--- src/rtl/periph_bus_arbiter.sv ---
// rtl/periph_bus_arbiter.sv - two-requester round-robin arbiter and address decoder for the peripheral bus
module periph_bus_arbiter #(
  parameter int          N_DEV     = 4,
  parameter logic [15:0] BASE_HI   = 16'hFFFF,
  parameter int          DEV_SHIFT = 4
) (
  input  logic                  clk,
  input  logic                  reset_n,
  input  logic                  m0_req,
  input  logic                  m0_we,
  input  logic [31:0]           m0_addr,
  input  logic [31:0]           m0_wdata,
  output logic                  m0_ack,
  output logic                  m0_err,
  output logic [31:0]           m0_rdata,
  input  logic                  m1_req,
  input  logic                  m1_we,
  input  logic [31:0]           m1_addr,
  input  logic [31:0]           m1_wdata,
  output logic                  m1_ack,
  output logic                  m1_err,
  output logic [31:0]           m1_rdata,
  output logic [N_DEV-1:0]      dev_cs,
  output logic                  dev_we,
  output logic [31:0]           dev_wdata,
  input  logic [32*N_DEV-1:0]   dev_rdata
);

  localparam logic [1:0] S_IDLE   = 2'd0;
  localparam logic [1:0] S_ACCESS = 2'd1;
  localparam logic [1:0] S_RESP   = 2'd2;

  localparam logic [4:0] N_DEV_W = 5'(N_DEV);

  logic [1:0]  state;
  logic        gnt;          // 0 = m0 owns the current access, 1 = m1
  logic        last_grant;   // requester granted most recently; reset to m1 so m0 wins first tie
  logic        lat_we;
  logic [31:0] lat_wdata;
  logic [3:0]  lat_idx;
  logic        lat_hit;

  logic        pick;
  logic [31:0] sel_addr;
  logic        sel_we;
  logic [31:0] sel_wdata;
  logic [3:0]  sel_idx;
  logic        sel_hit;
  logic        unused_addr;
  logic [31:0] slot_data;
  logic [31:0] resp_rdata;

  // Choose the winner for this IDLE cycle and decode its address ahead of the latch edge.
  always_comb begin
    if (m0_req && m1_req) begin
      pick = ~last_grant;
    end else begin
      pick = m1_req;
    end
    sel_addr  = pick ? m1_addr  : m0_addr;
    sel_we    = pick ? m1_we    : m0_we;
    sel_wdata = pick ? m1_wdata : m0_wdata;
    sel_idx   = sel_addr[DEV_SHIFT+3:DEV_SHIFT];
    sel_hit   = (sel_addr[31:16] == BASE_HI) && ({1'b0, sel_idx} < N_DEV_W);
  end

  // Address bits outside the window/index fields carry no meaning here.
  assign unused_addr = ^sel_addr;

  // Three-phase sequencer; the winner's request is captured on the IDLE -> ACCESS edge.
  always_ff @(posedge clk) begin
    if (reset_n) begin
      state      <= S_IDLE;
      gnt        <= 1'b0;
      last_grant <= 1'b1;
      lat_we     <= 1'b0;
      lat_wdata  <= '0;
      lat_idx    <= '0;
      lat_hit    <= 1'b0;
    end else begin
      case (state)
        S_IDLE: begin
          if (m0_req || m1_req) begin
            state      <= S_ACCESS;
            gnt        <= pick;
            last_grant <= pick;
            lat_we     <= sel_we;
            lat_wdata  <= sel_wdata;
            lat_idx    <= sel_idx;
            lat_hit    <= sel_hit;
          end
        end
        S_ACCESS: state <= S_RESP;
        default:  state <= S_IDLE;
      endcase
    end
  end

  // Drive the device during ACCESS and return the response to the owner during RESP.
  always_comb begin
    dev_cs     = '0;
    dev_we     = 1'b0;
    dev_wdata  = '0;
    slot_data  = '0;
    resp_rdata = '0;
    m0_ack     = 1'b0;
    m0_err     = 1'b0;
    m0_rdata   = '0;
    m1_ack     = 1'b0;
    m1_err     = 1'b0;
    m1_rdata   = '0;
    for (int i = 0; i < N_DEV; i++) begin
      if (lat_idx == 4'(i)) begin
        slot_data = dev_rdata[32*i +: 32];
        if (state == S_ACCESS && lat_hit) begin
          dev_cs[i] = 1'b1;
        end
      end
    end
    if (state == S_ACCESS && lat_hit) begin
      dev_we    = lat_we;
      dev_wdata = lat_wdata;
    end
    if (state == S_RESP) begin
      resp_rdata = (lat_hit && !lat_we) ? slot_data : 32'd0;
      if (gnt) begin
        m1_ack   = 1'b1;
        m1_err   = ~lat_hit;
        m1_rdata = resp_rdata;
      end else begin
        m0_ack   = 1'b1;
        m0_err   = ~lat_hit;
        m0_rdata = resp_rdata;
      end
    end
  end

endmodule

--- config.mk ---
export PLATFORM = sky130hd
export DESIGN_NAME = periph_bus_arbiter
export DESIGN_NICKNAME = d
export VERILOG_FILES = /design/src/rtl/periph_bus_arbiter.sv
export SDC_FILE = /design/constraint.sdc
export NUM_CORES = 1
export LEC_CHECK = 0
export BUFFER_PORTS_ARGS = -buffer_cell sky130_fd_sc_hd__buf_2
export CORE_AREA = 5 5 141 143
export CTS_BUF_LIST = sky130_fd_sc_hd__clkbuf_4 sky130_fd_sc_hd__clkbuf_8 sky130_fd_sc_hd__clkbuf_16
export DETAILED_ROUTE_END_ITERATION = 7
export DIE_AREA = 0 0 146 148
export PLACE_DENSITY = 0.52
export RECOVER_POWER = 25
export SLEW_MARGIN = 0
export SYNTH_ARGS = -nofsm -noshare
export SYNTH_HDL_FRONTEND = slang
export SYNTH_SLANG_ARGS = --single-unit
--- constraint.sdc ---
create_clock -name clk -period 2.4 [get_ports clk]
set_input_delay 0.12 -clock clk [delete_from_list [all_inputs] [get_ports clk]]
set_output_delay 0.12 -clock clk [all_outputs]
set_load 0.03 [all_outputs]
-- Word level (Yosys, flattened, before mapping)
Cells that the tools add are included.
- bitwise operators: 2
- mux-type cells: 30
- reductions and logical operators: 9
- order comparisons: 1
- equality and inequality tests: 7
- operator list (cell ; number):
    two-way mux 32 bit ; 12
    equality test 16 bit (second input constant) ; 1
    two-way mux 1 bit ; 16
    equality test 4 x 2 -> 1 bit (second input constant) ; 2
    equality test 4 x 1 -> 1 bit (second input constant) ; 1
    logical AND 1 bit ; 4
    zero test 4 bit ; 1
    < comparator 4 x 3 -> 1 bit (second input constant) ; 1
    one-hot mux 2 bit (2 select lines) ; 1
    equality test 2 x 1 -> 1 bit (second input constant) ; 1
    equality test 2 bit (second input constant) ; 1
    zero test 2 bit ; 1
    two-way mux 2 bit ; 1
    inequality test 2 bit (second input constant) ; 1
    NOT 1 bit ; 2
    AND reduction 2 bit ; 1
    zero test 1 bit ; 1
    logical OR 1 bit ; 1
- input port bits: 262
- output and inout bits: 105
- register bits after elaboration: 42
- word-level logic and storage cells: 56

-- Longest topological paths before layout
Gate-level depths: netlist of the first run.
- depth in word-level cells: 8
- depth in mapped cells: 5
- gate-level depth less buffers: 4

-- Least setup slack after synthesis of the first run
No wires, ideal clock.
- kind: register to output
- start: register lat_idx[2]
- end: output port m1_rdata[10]
- arrival: 1.971 ns
- cell stages (with the launch flop): 5
- buffers on the path: 1
- setup slack: 0.309 ns
- required time: 2.280 ns
- path through: dfxtp_1 -> nor4b_4 -> buf_6 -> o21ai_2 -> nor4_1
- longest elaborated chain between the ends: 8
- elaborated cells on any way between the ends: 11
- those cells by class: eq/ne: 3; mux: 7; reduce/logical: 1
- ends and longest elaborated chain (item ; RTL line ; source):
    start, declared ; 40 ; logic [3:0] lat_idx;
    start signal, assigned ; 89 ; lat_idx <= sel_idx;
    zero test 4 bit ; 113 ; if (lat_idx == 4'(i)) begin
    two-way mux 32 bit (3 in a row) ; 113 ;
    two-way mux 32 bit (*) ; 113 ;
    two-way mux 32 bit (*) ; 125 ; resp_rdata = (lat_hit && !lat_we) ? slot_data : 32'd0;
    two-way mux 32 bit (*) ; 126 ; if (gnt) begin
    two-way mux 32 bit (*) ; 124 ; if (state == S_RESP) begin
    end, declared ; 22 ; output logic [31:0] m1_rdata,
Mark *: on every way between the ends. The rest lies on a longest branch, timed or not.

-- Worst setup path in the final report of the first run
- start: register state[0]
- end: output port m1_rdata[5]
- longest elaborated chain between the ends: 2
- ends and longest elaborated chain (item ; RTL line ; source):
    start, declared ; 35 ; logic [1:0] state;
    start signal, assigned ; 73 ; state <= S_IDLE;
    start signal, assigned ; 84 ; state <= S_ACCESS;
    start signal, assigned ; 93 ; S_ACCESS: state <= S_RESP;
    equality test 2 bit ; 124 ;
    two-way mux 32 bit ; 124 ;
Every way passes these cells.

==> results.txt, run 1 <==
----------------------------------------------------
[Finish]
  Fin area ... 0.00588 mm²
  FF/Latch Area ... 843 µm²
  FILL cells ... 2047
  Area occupied by multi-input gates ... 0.00270 mm²
  Synth-to-Final Area Change ... 55.6%
  Final antenna diode count ... 0
  Nets ... 1049
  Proportion of layout cells with a drive suffix above 1 ... 55.8%

[Setup path]
  Worst r2r src ... state[0]
  Capturing element type of the critical path ... output port
  Required time worst endpoint ... 2280 ps
  CP cell instances ... nand3b_1, clkbuf_2, nor4_1, buf_2
  Data arrival time of the worst path ... 2020 ps
  Setup slack on the worst flop-to-flop path ... 410 ps
  Maximum fanout along the worst path ... 34
  Worst Path Class, Setup ... reg2out
  Crit path largest cell delay ... 460 ps
  Capture instance of the worst register-to-register path ... lat_wdata[9]
  Cell family contributing the most delay on the critical path ... buffers and inverters
  Reg2reg path depth ... 5
  Slowest stage cell, crit path ... clkbuf_2
  Critical Path Source ... state[0]
  Critical Path Source Type ... flip-flop
  Worst path bufs/invs ... 2

[Global route]
  Initial antenna violation count ... 0
  Largest net degree at the start of global routing ... 35
  Total Routing Usage GR ... 15.8%
  Vias in the first global route ... 4884
  Total grt overflow ... 0
  Global-route wire length before repair ... 27300 µm

[STA]
  Max Fclk ... 468 MHz
  Worst slew pin tran ... 865 ps
  Clock skew after layout ... 2.73 ps
  Tightest slew margin relative to the limit ... 42.4%
  Endpoints failing hold ... 0
  Setup repair after global routing missed its margin ... no
  Final period demand of the worst path ... 2140 ps
  Count of endpoints failing setup in the final report ... 0
  Number of pins exceeding their max-slew limit in the final report ... 0
  Setup TNS ... 0 ps
  Fin worst setup slack ... 261 ps
  Hold slack ... 169 ps
  Final period utilization ... 89.1%

[Logic synthesis]
  Share of the yosys chip area belonging to registers ... 22.2%
  Fraction of synthesized cell area taken by the top area cell type ... 22.2%
  Synth async-reset ratio ... 0%
  Mapped Cells ... 468
  Cell area after synthesis ... 0.00378 mm²
  Number of library cell types mapped by synthesis ... 37
  Cell type with the highest aggregate area in the netlist ... dfxtp_1
  Most instantiated flip-flop cell in the synthesis netlist ... dfxtp_1
  Number of warnings reported in the yosys synthesis log ... 0
  Dominant cells by area after synthesis ... dfxtp_1 22%, nor2_1 11%, mux2i_1 9.8%, mux2_2 9.5%, nor4_2 8.9%
  Mean Syn Cell Area ... 8.08 µm²
  Leading cell types by count after synthesis ... 110 x nor2_1, 42 x dfxtp_1, 39 x nor4_1
  Cell with the most instances after synthesis ... nor2_1
  Number of flops mapped to enable cells by yosys ... 0
  Synth Register Bits ... 42
  Post-synth net total ... 730

[Drt]
  Total length of routed wires ... 18200 µm
  Detailed-route DRC error count ... 0
  Via-to-Cell Ratio ... 4.71
  DRT iter0 DRCs ... 89
  Routed WL per cell ... 17.8 µm
  Number of iterations in the first detailed-routing pass ... 4
  Detail Route Antenna Nets ... 0
  Total vias in the final route ... 4805

[Run]
  Number of maximum-capacitance violations ... 0

[Min path]
  Hold Path End ... lat_wdata[10]
  Number of instances on the worst hold path ... 3
  Class of the most critical hold timing path ... in2reg
  Hold path start ... m0_wdata[10]

[CTS]
  Setup repair bufs after CTS ... 0
  Worst skew pair latency ... 280 ps
  Number of levels in the clock H-tree ... 2
  Max Root-Sink Buffers ... 2
  Clock tree sinks ... 42
  Number of hold buffers added after CTS ... 0
  Clk slew on worst S/H paths ... 60 ps
  Clock tree from TritonCTS ... done
  Number of clock buffers inserted by TritonCTS ... 5
  Clock Root Buffer ... clkbuf_16

[Floorplan]
  Overall die width ... 146 µm
  Total core area ... 0.0185 mm²
  Die Height ... 148 µm
  Starting utilization of the core area ... 20.5%
  Ports placed on the boundary ... 367
  Die Footprint ... 0.0216 mm²
  Site row count ... 50

[Placed design]
  Pre-CTS worst setup slack ... 398 ps
  Count of buffers from port buffering ... 342
  Post-DP HPWL ... 14900 µm
  Gpl congestion ... 0.853
  Dpl cell area ... 0.00576 mm²

[Pwr]
  Ratio of total power to cell area ... 374 mW/mm²
  Maximum ir drop on the vdd rail ... 0.272 mV
  P_leak ... 2.77 nW
  Sum of internal, switching and leakage power ... 0.00220 W

[Run status]
  Status ... finished, final reports clean

----------------------------------------------------
==> metal layers <==
metal	wire [µm]	part of all wire [%]	track usage, %	vias up
li1	-	-	-	2367
met3	1560	8.5	4.08	22
met4	369	2.0	4.37	0
met1	7330	40	18.5	2169
met2	8960	49	28.8	247
met5	0	0	0	-
==> cell type report <==
cell class | instances | share of cell area (%)
clock buffer | 5 | 2.13
clock inverter | 2 | 0.170
inverter | 2 | 0.128
multi-input combinational | 379 | 45.8
sequential | 42 | 14.3
tap | 234 | 4.98
timing repair buffer | 357 | 32.5
==> worst reg2reg max path: stages, from the launching register on <==
cell	delay, ps
dfxtp_1	350
nor2_1	270
o21a_1	750
buf_12	270
nor2_1	90
a211oi_1	190
==> flip-flops by register name, indices dropped and copies added, names as in the netlist <==
signal      flops
lat_wdata      32
lat_idx         4
state           2
gnt             1
last_grant      1
lat_hit         1
lat_we          1
==> stage by stage <==
stage                     util (%)  instances
after floorplan                  -        468
after global placement        31.2       1014
after detailed placement      31.2       1014
after CTS                     32.0       1021
after global routing          31.9       1021
final                         31.9       1021
==> worst max-delay path by stage <==
stage	endpoint	slack, ps	cells past startpoint
global placement	m0_rdata[23]	420	4
finish	m1_rdata[5]	260	4
detailed placement	m0_rdata[0]	400	4
CTS	m0_rdata[23]	70	4
floorplan	m1_rdata[10]	310	4
global route	m1_rdata[5]	110	4
==> power by group <==
| group | switching (W) | leakage [nW] | total [W] | internal [W] |
|---|---|---|---|---|
| clock | 0.000273 | 0.0694 | 0.000649 | 0.000376 |
| combinational | 0.000371 | 2.35 | 0.000727 | 0.000356 |
| sequential | 0.0000462 | 0.350 | 0.000823 | 0.000777 |
| total | 0.000691 | 2.77 | 0.00220 | 0.00151 |
==> cells by family (layout without fill, tap and decap cells) <==
group	count (synthesis)	count (layout)	synth area share, %
AOI/OAI and AO/OA	76	76	14.9
and+or+nand+nor	234	234	36.8
buffers and inverters	47	366	6.75
muxes	69	69	19.3
DFF	42	42	22.2
==> what timing repair did <==
item                                    in CTS  in global routing
endpoints found under the setup margin       0                  4
resized for setup                            0                  1
endpoints found under the hold margin        0                  0
==> cells in the final DEF (no fill, tap or decap), types with 2 or more instances in the layout <==
master,instances
a211oi_1,37
and2_1,33
buf_12,8
buf_2,332
buf_4,6
clkbuf_1,10
clkbuf_16,5
clkinv_2,2
dfxtp_1,40
dfxtp_2,2
inv_1,2
mux2_2,32
mux2i_1,37
nand2_1,2
nand3b_1,3
nand4_1,6
nand4b_1,3
nor2_1,110
nor3b_1,2
nor4_1,39
nor4_2,27
o21ai_0,4
o21ai_1,9
o21ai_2,20
Power figures use the tool's default switching activity.
==> run 2: changes to the inputs <==
Settings changed: CORE_AREA 5 5 141 143 to 5 5 140 142, DIE_AREA 0 0 146 148 to 0 0 145 147, PLACE_DENSITY 0.52 to 0.54.
Clock period 2.4 ns to 1.8 ns, I/O delays scaled along.
==> run 2 against run 1 <==
  * The flow now finishes with violations (setup timing)
  * Global-route usage rose by 0.61 points
  * Clock power rose by 37%
  * Critical path depth rose by 2
  * Non-clock buffer count rose by 48
  * Clock-buffer cell count rose by 1
  * Sequential power rose by 34%
  * Via count rose by 4.3%
  * Total power rose by 48%
==> results.txt, run 2 (synthesized netlist as in run 1, its figures left out) <==
----------------------------------------------------
[CTS]
  Number of hold buffers added after CTS ... 0
  Max Root-Sink Buffers ... 2
  Worst skew pair latency ... 280 ps
  Number of levels in the clock H-tree ... 2
  Clock Root Buffer ... clkbuf_16
  Clock tree sinks ... 42
  Number of clock buffers inserted by TritonCTS ... 5
  Clk slew on worst S/H paths ... 60 ps
  Clock tree from TritonCTS ... done

[Drt]
  Total vias in the final route ... 5014
  Routed WL per cell ... 18.4 µm
  Detail Route Antenna Nets ... 0
  DRT iter0 DRCs ... 128
  Via-to-Cell Ratio ... 4.69
  Total length of routed wires ... 19700 µm
  Number of iterations in the first detailed-routing pass ... 6
  Detailed-route DRC error count ... 0

[Global route]
  Total Routing Usage GR ... 16.5%
  Total grt overflow ... 0
  Initial antenna violation count ... 0
  Global-route wire length before repair ... 28400 µm
  Vias in the first global route ... 5114
  Largest net degree at the start of global routing ... 35

[Finish]
  Regs by FF count ... lat_wdata x32, lat_idx x4, state x2
  Nets ... 1097
  Final core utilization ... 42.3%
  Commonest non-fill, non-tap cells in the layout ... 275 x buf_2, 83 x nor2_1, 51 x buf_4, 49 x buf_6, 40 x nor4_4
  Most common cell after layout, fill and taps aside ... buf_2
  Flip-flop count of the largest register after layout ... 32
  Synth-to-Final Area Change ... 105%
  Reg with most FFs ... lat_wdata
  Proportion of layout cells with a drive suffix above 1 ... 69.2%

[STA]
  Count of endpoints failing setup in the final report ... 59
  Number of pins exceeding their max-slew limit in the final report ... 0
  Setup repair after global routing missed its margin ... yes
  Max Fclk ... 514 MHz
  Final period demand of the worst path ... 1940 ps
  Worst slew pin tran ... 440 ps
  Tightest slew margin relative to the limit ... 70.7%
  Setup TNS ... -5100 ps
  Clock skew after layout ... 6.37 ps
  Fin worst setup slack ... -145 ps
  Endpoints failing hold ... 0
  Final period utilization ... 108%

[Setup path]
  Reg2reg path depth ... 7
  Required time worst endpoint ... 1710 ps
  Cell with the most instances on the worst path ... buf_12
  Maximum fanout along the worst path ... 7
  Worst r2r src ... state[0]
  Crit path largest cell delay ... 340 ps
  Slowest stage cell, crit path ... nor4_4
  End point of the critical path ... m0_rdata[6]
  Critical Path Source Type ... flip-flop
  Critical Path Source ... lat_we
  Capture instance of the worst register-to-register path ... lat_wdata[19]
  CP cell instances ... nor4b_4, buf_12, buf_12, o21ai_4, nor4_4, buf_6
  Data arrival time of the worst path ... 1850 ps
  Worst Path Class, Setup ... reg2out
  Setup slack on the worst flop-to-flop path ... 140 ps
  Capturing element type of the critical path ... output port

[Floorplan]
  Ports placed on the boundary ... 367
  Site row count ... 50
  Starting utilization of the core area ... 20.6%
  Overall die width ... 145 µm
  Die Footprint ... 0.0213 mm²
  Die Height ... 147 µm
  Total core area ... 0.0183 mm²

[Pwr]
  Combinational fraction of design power ... 39.2%
  Net Sw Power ... 0.00109 W
  Clock share of power ... 27.1%
  Internal Pwr Total ... 0.00218 W
  Maximum ir drop on the vdd rail ... 0.394 mV
  Seq pwr share ... 33.7%
  Sw frac ... 33.3%
  P_leak ... 3.21 nW
  Ratio of total power to cell area ... 422 mW/mm²

[Run status]
  Violations in the final reports ... setup timing
  Status ... finished, violations left

[Run]
  Number of maximum-capacitance violations ... 0

[Placed design]
  Count of buffers from port buffering ... 342
  Post-DP HPWL ... 14200 µm
  Gpl congestion ... 0.789

[Min path]
  Number of instances on the worst hold path ... 3
  Class of the most critical hold timing path ... in2reg

----------------------------------------------------
## run 2: area by class of cell
class	count	area (µm²)
fill	1790	10600
multi-input combinational	379	3550
timing repair buffer	405	2900
sequential	42	855
tap	234	293
clock buffer	6	133
clock inverter	1	7.51
inverter	2	7.51
antenna	1	2.50
## run 2: repair_timing
action                     4_1_cts  5_1_grt
buffers inserted                11       11
cloned                           7        3
pin swaps                       35       10
setup endpoints to repair       64       67
resized for setup              152       90
## run 2: metrics by stage
step	cells	hold slack, ps	setup WS, ps	total power [W]	cell area [µm²]
after detailed placement	1030	439	24.3	0.00216	6140
after global placement	1030	431	21.1	0.00215	6140
after CTS	1055	133	-153	0.00324	7140
after floorplan	468	271	-206	0.00168	3990
after global routing	1069	156	-228	0.00346	7740
final	1070	139	-145	0.00327	7750
## run 2: layer usage
metal	routed length (µm)	up-vias	track usage, %	part of all wire (%)
met5	0	-	0	0
li1	-	2479	-	-
met3	1550	20	4.10	7.9
met1	7660	2269	19.3	39
met4	322	0	4.24	1.6
met2	10200	246	29.8	52
## run 2: critical path: cells and delay by family, from the launching register on
kind,cells,cell delay [ps]
and+or+nand+nor,2,650
buffers and inverters,3,510
AOI/OAI and AO/OA,1,80
DFF,1,330
## run 2: power groups by stage
stage,clock network [W],logic [W],registers (W)
after floorplan,0,0.000580,0.00110
after CTS,0.000927,0.00121,0.00110
after global placement,0,0.00103,0.00111
after global routing,0.000956,0.00139,0.00111
after detailed placement,0,0.00104,0.00112
final,0.000886,0.00128,0.00110
## run 2: how the worst min path moves through the flow
| stage | slack [ps] | end | from |
|---|---|---|---|
| 2_1_floorplan | 270 | state[0] | m0_req |
| 3_3_place_gp | 430 | lat_wdata[4] | m0_wdata[4] |
| 3_5_place_dp | 440 | lat_wdata[21] | m0_wdata[21] |
| 4_1_cts | 130 | lat_wdata[25] | m0_wdata[25] |
| 5_1_grt | 160 | lat_wdata[31] | m1_wdata[31] |
| 6_report | 140 | lat_wdata[25] | m0_wdata[25] |
